File: src/rtl/pipe_control_unit.sv
// ---------------------------------------------------------------------------
// pipe_control_unit
//
// Control unit for the five-stage pipelined MIPS core. Decodes the ID-stage
// op code / funct, stages the resulting control bits through the ID/EX,
// EX/MEM and MEM/WB control registers, and resolves pipeline hazards:
//   - load-use stall        (one bubble into EX, PC and IF/ID held)
//   - multi-cycle multiply  (mul held in EX, bubbles into MEM, PC/IF/ID held)
//   - taken branch          (redirect + IF/ID flush + bubble into EX)
//   - jump in ID            (redirect + IF/ID flush)
// and produces the EX-stage operand forwarding selects.
//
// Ports
//   clk, rst                  clock (rising edge), async active-high reset
//   C_op_code, C_funct        ID-stage instruction fields
//   id_rs, id_rt, id_rd       ID-stage register fields
//   ex_zero                   ALU zero flag from EX
//   stall_if_id               hold PC and IF/ID
//   flush_if_id               zero IF/ID
//   pc_src                    take branch target
//   jump                      take jump target
//   ex_ALU_src, ex_reg_dest, ex_branch, ex_ALU_control   EX controls
//   mem_memWrite, mem_memtoReg, mem_reg_write, mem_dest  MEM controls
//   wb_reg_write, wb_memtoReg, wb_dest                   WB controls
//   forward_a, forward_b      EX operand select: 00 regfile, 10 EX/MEM,
//                             01 MEM/WB
//
// Multiply encoding: R-type with funct 6'b011000.
// ---------------------------------------------------------------------------
module pipe_control_unit #(
    parameter int REG_ADDR_W  = 5,
    parameter int MUL_LATENCY = 3
) (
    input  logic                  clk,
    input  logic                  rst,
    input  logic [5:0]            C_op_code,
    input  logic [5:0]            C_funct,
    input  logic [REG_ADDR_W-1:0] id_rs,
    input  logic [REG_ADDR_W-1:0] id_rt,
    input  logic [REG_ADDR_W-1:0] id_rd,
    input  logic                  ex_zero,
    output logic                  stall_if_id,
    output logic                  flush_if_id,
    output logic                  pc_src,
    output logic                  jump,
    output logic                  ex_ALU_src,
    output logic                  ex_reg_dest,
    output logic                  ex_branch,
    output logic [2:0]            ex_ALU_control,
    output logic                  mem_memWrite,
    output logic                  mem_memtoReg,
    output logic                  mem_reg_write,
    output logic [REG_ADDR_W-1:0] mem_dest,
    output logic                  wb_reg_write,
    output logic                  wb_memtoReg,
    output logic [REG_ADDR_W-1:0] wb_dest,
    output logic [1:0]            forward_a,
    output logic [1:0]            forward_b
);

    localparam logic [5:0] OP_RTYPE = 6'b000000;
    localparam logic [5:0] OP_LW    = 6'b100011;
    localparam logic [5:0] OP_SW    = 6'b101011;
    localparam logic [5:0] OP_ADDI  = 6'b001000;
    localparam logic [5:0] OP_BEQ   = 6'b000100;
    localparam logic [5:0] OP_J     = 6'b000010;

    localparam logic [5:0] FN_ADD = 6'b100000;
    localparam logic [5:0] FN_SUB = 6'b100010;
    localparam logic [5:0] FN_SLT = 6'b101010;
    localparam logic [5:0] FN_MUL = 6'b011000;
    localparam logic [5:0] FN_AND = 6'b100100;
    localparam logic [5:0] FN_OR  = 6'b100101;

    localparam logic [2:0] ALU_ADD   = 3'b010;
    localparam logic [2:0] ALU_SUB   = 3'b100;
    localparam logic [2:0] ALU_SLT   = 3'b110;
    localparam logic [2:0] ALU_MUL   = 3'b101;
    localparam logic [2:0] ALU_AND   = 3'b000;
    localparam logic [2:0] ALU_OR    = 3'b001;
    localparam logic [2:0] ALU_OTHER = 3'b111;

    // Counter load value: the mul spends MUL_LATENCY cycles in EX, the first
    // of which is the cycle it arrives, so MUL_LATENCY-1 extra hold cycles.
    localparam logic [3:0] MUL_LOAD = 4'(MUL_LATENCY - 1);

    // ---------------- ID decode ----------------
    logic                  w_id_rtype, w_id_sw, w_id_beq, w_id_j, w_id_mul;
    logic                  w_id_reg_write, w_id_memtoReg, w_id_memWrite;
    logic                  w_id_branch, w_id_ALU_src, w_id_reg_dest;
    logic [2:0]            w_id_alu_ctrl;
    logic [REG_ADDR_W-1:0] w_id_dest;

    always_comb begin
        w_id_rtype     = 1'b0;
        w_id_sw        = 1'b0;
        w_id_beq       = 1'b0;
        w_id_j         = 1'b0;
        w_id_mul       = 1'b0;
        w_id_reg_write = 1'b0;
        w_id_memtoReg  = 1'b0;
        w_id_memWrite  = 1'b0;
        w_id_branch    = 1'b0;
        w_id_ALU_src   = 1'b0;
        w_id_reg_dest  = 1'b0;
        w_id_alu_ctrl  = 3'b000;
        case (C_op_code)
            OP_LW: begin
                w_id_memtoReg  = 1'b1;
                w_id_ALU_src   = 1'b1;
                w_id_reg_write = 1'b1;
                w_id_alu_ctrl  = ALU_ADD;
            end
            OP_SW: begin
                w_id_sw       = 1'b1;
                w_id_memtoReg = 1'b1;
                w_id_ALU_src  = 1'b1;
                w_id_memWrite = 1'b1;
                w_id_alu_ctrl = ALU_ADD;
            end
            OP_ADDI: begin
                w_id_ALU_src   = 1'b1;
                w_id_reg_write = 1'b1;
                w_id_alu_ctrl  = ALU_ADD;
            end
            OP_BEQ: begin
                w_id_beq      = 1'b1;
                w_id_branch   = 1'b1;
                w_id_alu_ctrl = ALU_SUB;
            end
            OP_J: begin
                w_id_j = 1'b1;
            end
            OP_RTYPE: begin
                w_id_rtype     = 1'b1;
                w_id_reg_write = 1'b1;
                w_id_reg_dest  = 1'b1;
                case (C_funct)
                    FN_ADD:  w_id_alu_ctrl = ALU_ADD;
                    FN_SUB:  w_id_alu_ctrl = ALU_SUB;
                    FN_SLT:  w_id_alu_ctrl = ALU_SLT;
                    FN_MUL: begin
                        w_id_alu_ctrl = ALU_MUL;
                        w_id_mul      = 1'b1;
                    end
                    FN_AND:  w_id_alu_ctrl = ALU_AND;
                    FN_OR:   w_id_alu_ctrl = ALU_OR;
                    default: w_id_alu_ctrl = ALU_OTHER;
                endcase
            end
            default: ;
        endcase
    end

    assign w_id_dest = w_id_reg_dest ? id_rd : id_rt;

    // ---------------- Pipeline registers ----------------
    logic                  r_ex_reg_write, r_ex_memtoReg, r_ex_memWrite;
    logic                  r_ex_branch, r_ex_ALU_src, r_ex_reg_dest;
    logic [2:0]            r_ex_alu_ctrl;
    logic [REG_ADDR_W-1:0] r_ex_dest, r_ex_rs, r_ex_rt;
    logic                  r_mem_memWrite, r_mem_memtoReg, r_mem_reg_write;
    logic [REG_ADDR_W-1:0] r_mem_dest;
    logic                  r_wb_reg_write, r_wb_memtoReg;
    logic [REG_ADDR_W-1:0] r_wb_dest;
    logic [3:0]            r_mul_cnt;

    // ---------------- Hazard detection ----------------
    logic w_ex_is_lw, w_pc_src, w_mul_stall, w_lu_hazard, w_stall;
    logic w_jump, w_load_decode;

    // Only lw sets memtoReg together with reg_write (sw sets memtoReg alone).
    assign w_ex_is_lw  = r_ex_memtoReg & r_ex_reg_write;
    assign w_pc_src    = r_ex_branch & ex_zero;
    assign w_mul_stall = (r_mul_cnt != 4'd0);
    // rt is only a source for R-type, sw and beq; for lw/addi it is the dest.
    assign w_lu_hazard = w_ex_is_lw && (r_ex_dest != '0) &&
                         ((r_ex_dest == id_rs) ||
                          ((r_ex_dest == id_rt) && (w_id_rtype || w_id_sw || w_id_beq)));
    // A taken branch flushes the younger instruction, so stalling it is moot.
    assign w_stall       = !w_pc_src && (w_mul_stall || w_lu_hazard);
    assign w_jump        = !rst && w_id_j && !w_stall && !w_pc_src;
    assign w_load_decode = !w_pc_src && !w_mul_stall && !w_lu_hazard;

    always_ff @(posedge clk or posedge rst) begin
        if (rst) begin
            r_ex_reg_write  <= 1'b0;
            r_ex_memtoReg   <= 1'b0;
            r_ex_memWrite   <= 1'b0;
            r_ex_branch     <= 1'b0;
            r_ex_ALU_src    <= 1'b0;
            r_ex_reg_dest   <= 1'b0;
            r_ex_alu_ctrl   <= ALU_ADD;
            r_ex_dest       <= '0;
            r_ex_rs         <= '0;
            r_ex_rt         <= '0;
            r_mem_memWrite  <= 1'b0;
            r_mem_memtoReg  <= 1'b0;
            r_mem_reg_write <= 1'b0;
            r_mem_dest      <= '0;
            r_wb_reg_write  <= 1'b0;
            r_wb_memtoReg   <= 1'b0;
            r_wb_dest       <= '0;
            r_mul_cnt       <= 4'd0;
        end else begin
            // ID/EX: branch flush and load-use insert a bubble; a busy mul
            // keeps itself in EX.
            if (w_load_decode) begin
                r_ex_reg_write <= w_id_reg_write;
                r_ex_memtoReg  <= w_id_memtoReg;
                r_ex_memWrite  <= w_id_memWrite;
                r_ex_branch    <= w_id_branch;
                r_ex_ALU_src   <= w_id_ALU_src;
                r_ex_reg_dest  <= w_id_reg_dest;
                r_ex_alu_ctrl  <= w_id_alu_ctrl;
                r_ex_dest      <= w_id_dest;
                r_ex_rs        <= id_rs;
                r_ex_rt        <= id_rt;
            end else if (w_pc_src || !w_mul_stall) begin
                r_ex_reg_write <= 1'b0;
                r_ex_memtoReg  <= 1'b0;
                r_ex_memWrite  <= 1'b0;
                r_ex_branch    <= 1'b0;
                r_ex_ALU_src   <= 1'b0;
                r_ex_reg_dest  <= 1'b0;
                r_ex_alu_ctrl  <= ALU_ADD;
                r_ex_dest      <= '0;
                r_ex_rs        <= '0;
                r_ex_rt        <= '0;
            end

            // EX/MEM: bubble while the mul is still occupying EX.
            if (w_mul_stall && !w_pc_src) begin
                r_mem_memWrite  <= 1'b0;
                r_mem_memtoReg  <= 1'b0;
                r_mem_reg_write <= 1'b0;
                r_mem_dest      <= '0;
            end else begin
                r_mem_memWrite  <= r_ex_memWrite;
                r_mem_memtoReg  <= r_ex_memtoReg;
                r_mem_reg_write <= r_ex_reg_write;
                r_mem_dest      <= r_ex_dest;
            end

            // MEM/WB always advances.
            r_wb_reg_write <= r_mem_reg_write;
            r_wb_memtoReg  <= r_mem_memtoReg;
            r_wb_dest      <= r_mem_dest;

            // Mul occupancy counter.
            if (w_mul_stall)
                r_mul_cnt <= r_mul_cnt - 4'd1;
            else if (w_load_decode && w_id_mul)
                r_mul_cnt <= MUL_LOAD;
        end
    end

    // ---------------- Forwarding ----------------
    logic [1:0] w_fwd_a, w_fwd_b;

    always_comb begin
        w_fwd_a = 2'b00;
        w_fwd_b = 2'b00;
        if (r_mem_reg_write && (r_mem_dest != '0) && (r_mem_dest == r_ex_rs))
            w_fwd_a = 2'b10;
        else if (r_wb_reg_write && (r_wb_dest != '0) && (r_wb_dest == r_ex_rs))
            w_fwd_a = 2'b01;
        if (r_mem_reg_write && (r_mem_dest != '0) && (r_mem_dest == r_ex_rt))
            w_fwd_b = 2'b10;
        else if (r_wb_reg_write && (r_wb_dest != '0) && (r_wb_dest == r_ex_rt))
            w_fwd_b = 2'b01;
    end

    // ---------------- Outputs ----------------
    assign stall_if_id    = w_stall;
    assign pc_src         = w_pc_src;
    assign jump           = w_jump;
    assign flush_if_id    = w_pc_src | w_jump;
    assign ex_ALU_src     = r_ex_ALU_src;
    assign ex_reg_dest    = r_ex_reg_dest;
    assign ex_branch      = r_ex_branch;
    assign ex_ALU_control = r_ex_alu_ctrl;
    assign mem_memWrite   = r_mem_memWrite;
    assign mem_memtoReg   = r_mem_memtoReg;
    assign mem_reg_write  = r_mem_reg_write;
    assign mem_dest       = r_mem_dest;
    assign wb_reg_write   = r_wb_reg_write;
    assign wb_memtoReg    = r_wb_memtoReg;
    assign wb_dest        = r_wb_dest;
    assign forward_a      = w_fwd_a;
    assign forward_b      = w_fwd_b;

endmodule
File: config.mk
export PLATFORM = sky130hd
export DESIGN_NAME = pipe_control_unit
export DESIGN_NICKNAME = d
export VERILOG_FILES = /design/src/rtl/pipe_control_unit.sv
export SDC_FILE = /design/constraint.sdc
export NUM_CORES = 1
export LEC_CHECK = 0
export CAP_MARGIN = 0
export CORE_MARGIN = 5
export CORE_UTILIZATION = 52
export DETAILED_ROUTE_END_ITERATION = 10
export PLACE_DENSITY = 0.85
export SYNTH_ARGS = -nofsm -noshare
export SYNTH_HDL_FRONTEND = slang
export SYNTH_SLANG_ARGS = --single-unit
File: constraint.sdc
create_clock -name clk -period 4.6 [get_ports clk]
set_clock_uncertainty 0.2 [all_clocks]
set_input_delay 0.92 -clock clk [delete_from_list [all_inputs] [get_ports clk]]
set_output_delay 0.92 -clock clk [all_outputs]
set_load 0.02 [all_outputs]
==> impl_results.md, run 1 <==
* Antenna diode count at 0
* Crit path largest cell delay at 620 ps
* FF-to-FF path depth at 7
* Post-synth EDFFs at 0
* Seq/Total Area, Yosys at 0.487
* Peak VDD IR at 289 uV
* Clk sink count at 43
* CTS max path bufs at 2
* Final WS setup at 329 ps
* Post-Syn Area per Cell at 11.4 um^2
* Post-synthesis adder-cell area fraction at 0.00565
* Yosys warning count at 0
* ANT nets after route at 0
* GPL Wtd Cong at 0.875
* Drt pass-1 iters at 4
* Worst Hold Depth at 0
* Synth Area in Compound Gates at 0.159
* Ratio of cells with drive above 1 in the final layout at 0.0927
* Top Ports at 59
* Finish-stage setup viols at 0
* Num CTS Buffers at 5
* Pre-CTS WS at 325 ps
* Post-Syn Nets at 226
* Power, Total at 1.53 mW
* Synth Register Bits at 43
* Initial antenna violation count at 0
* H-tree depth at 2
* Mux cell area share after synthesis at 0.0441
* Post-Route Setup TNS at 0 ps
* Max Cap Viol at 0
* Placed cell count at 302
* Top-count cell post-synth: dfrtp_1
* Worst path cell trace: clkdlybuf4s50_1, xor2_1, or4_1, nor2_2, a211oi_1, nor2_1, clkdlybuf4s50_1
* Routed vias at 1810
* Worst Setup End Kind: output port
* Core area at 0.00406 mm^2
* Top cells by count, synth: dfrtp_1, xor2_1, a22o_1
* Synth area leader: dfrtp_1
* Cts repair resizes at 0
* Seq. cell area at 0.00108 mm^2
* Crit-path most repeated cell: clkdlybuf4s50_1
* Yosys top cell area share at 0.475
* Hold_buf cts at 0
* Die H at 75.2 um
* Xor and xnor area share after synthesis at 0.119
* Crit-path slowest cell: clkdlybuf4s50_1
* Root Buffer: clkbuf_8
* CP Class: in -> out
* First-pass GRT wire length at 8220 um
* Pin count of the biggest net entering global routing at 44
* Largest family of logic cells by synthesized area: simple AND/OR/NAND/NOR gates
* Routed WL at 5100 um
* Setup bufs post-CTS at 0
* Slew headroom at 0.526
* HPWL Detailed at 3850 um
* CTS tree: built
* Outcome: completed
* Unrepaired setup endpoints after global routing: false
* Pleak at 1.25 nW
* Critical Path Stages at 7
* CP Max Fanout at 4
* Max Transition Viols Final at 0
* Initial Util at 0.545
* Main synth FF type: dfrtp_1
* Pwr dens at 517 mW/mm^2
* Worst path top cell family by delay: buffers and inverters
* GRT overflow at 0
* Synth-to-layout area growth at 33.7%
* CP required at 3480 ps
* Hold slack at 177 ps
* Nets at 290
* Synthesized area at 0.00221 mm^2
* Die Span X at 75.2 um
* Buf/Inv on CP at 2
* Multi-input gate area at 0.00108 mm^2
* Overall Global Routing Usage at 0.197
* Synth async-reset ratio at 1.00
* Top cells by area, synth: dfrtp_1, xor2_1, a22o_1
* Clock latency on the worst-skew pair at 300 ps
* Die ar. at 0.00566 mm^2
* Fmax at 234 MHz
* Vias per cell at 5.86
* Library cells used by synthesis at 41
* Simple-gate share of the synthesized area at 0.161
* Port-buffer cells at 58
* Hold crit path type: reg -> reg
* Non-filler cells, final at 309
* Clk slew on worst S/H paths at 70 ps
* Worst setup SP type: input port
* Drt wl/cell at 16.5 um
* Vias in the first global route at 1718
* Mapped Cells at 195
* Fin. Hold Viols at 0
* Initial DRC count at 93
* Filler cells at 311
* Worst slew pin tran at 710 ps
* FP Rows at 23
* DRC violations left at 0
* Arr. time, crit path at 3150 ps
* Final period utilization at 0.929
* Min Clock Period, post-route at 4270 ps
-- stage by stage --
stage	util	cell area (um^2)
global placement	0.704	2860
global route	0.729	2960
detailed placement	0.704	2860
finish	0.729	2960
floorplan	-	2210
CTS	0.729	2960
-- power breakdown --
part           internal (mW)  switching (mW)
clock network          0.159           0.124
logic                  0.321           0.277
registers              0.500           0.147
total                  0.980           0.548
-- cells by family after synthesis --
group | after synthesis
xor+xnor | 30
fa+ha+maj | 1
buf+inv | 11
simple gates | 58
mux | 9
compound gates | 43
flops | 43
-- layer usage --
metal / share of wire / global-route usage
met1: 0.44 / 0.265
met2: 0.46 / 0.309
met3: 0.074 / 0.0454
met4: 0.022 / 0.0777
met5: 0 / 0
-- sequential cells by signal, indices dropped and copies added (netlist names), 3 cells and up --
name and count:
mem_dest 5, r_ex_rs 5, ex_ALU_control 3, r_ex_rt 5, r_ex_dest 5, r_mul_cnt 4, wb_dest 5
-- cells in the final DEF (no fill, tap or decap), drive strengths merged, types with 2 or more instances in the layout --
master,netlist,routed
or3,3,3
nor2b,8,8
nand4,2,2
a211oi,2,2
a32o,4,4
buf,2,5
o31ai,2,2
clkdlybuf4s50,0,58
mux2i,3,3
nor2,9,9
inv,4,4
nand2,7,7
a21oi,4,4
mux2,6,6
nor3,4,4
a22o,17,17
nor4,8,8
dfrtp,42,42
xor2,18,18
clkbuf,4,6
nor3b,2,2
nand3b,2,2
xnor2,12,12
nand3,4,4
o21ai,8,8
or4,6,6
-- worst paths after layout --
kind                                     startpoint                   endpoint  slack [ps]
min in group asynchronous                       rst  r_ex_memtoReg$_DFFE_PP0P_         960
min reg2reg                  mem_memtoReg$_DFF_PP0_      wb_memtoReg$_DFF_PP0_         180
max                                        id_rs[4]                stall_if_id         330
max reg2reg                r_ex_dest[1]$_DFFE_PP0P_  r_ex_memWrite$_DFFE_PP0P_        1730
max in group asynchronous                       rst       wb_dest[3]$_DFF_PP0_        2870
min                          mem_memtoReg$_DFF_PP0_      wb_memtoReg$_DFF_PP0_         180
-- worst reg2reg max path, delay by kind of cell (launching register included) --
family / cells / cell delay, ps
flip-flops: 1 / 460
buffers and inverters: 2 / 480
AO/OA/AOI/OAI: 3 / 1000
AND/OR/NAND/NOR: 2 / 660
-- final cells by class --
cell class / count / share of cell area
multi-input cells: 141 / 0.365
flip-flops and latches: 43 / 0.364
clock buffers: 6 / 0.0245
inverters: 5 / 0.00634
clock inverters: 1 / 0.0101
repair buffers: 63 / 0.209
well taps: 50 / 0.0211
(Power assumes the default switching activity.)
==> inputs of run 2 (changes only) <==
Settings changed: CAP_MARGIN 0 to 15.
==> results of run 2 <==
The final DEF is identical to that of run 1; final timing and power are the same.
==> inputs of run 3 (changes only) <==
Settings changed: CAP_MARGIN 15 to 20.
==> results of run 3 <==
The final DEF is identical to that of run 1; final timing and power are the same.
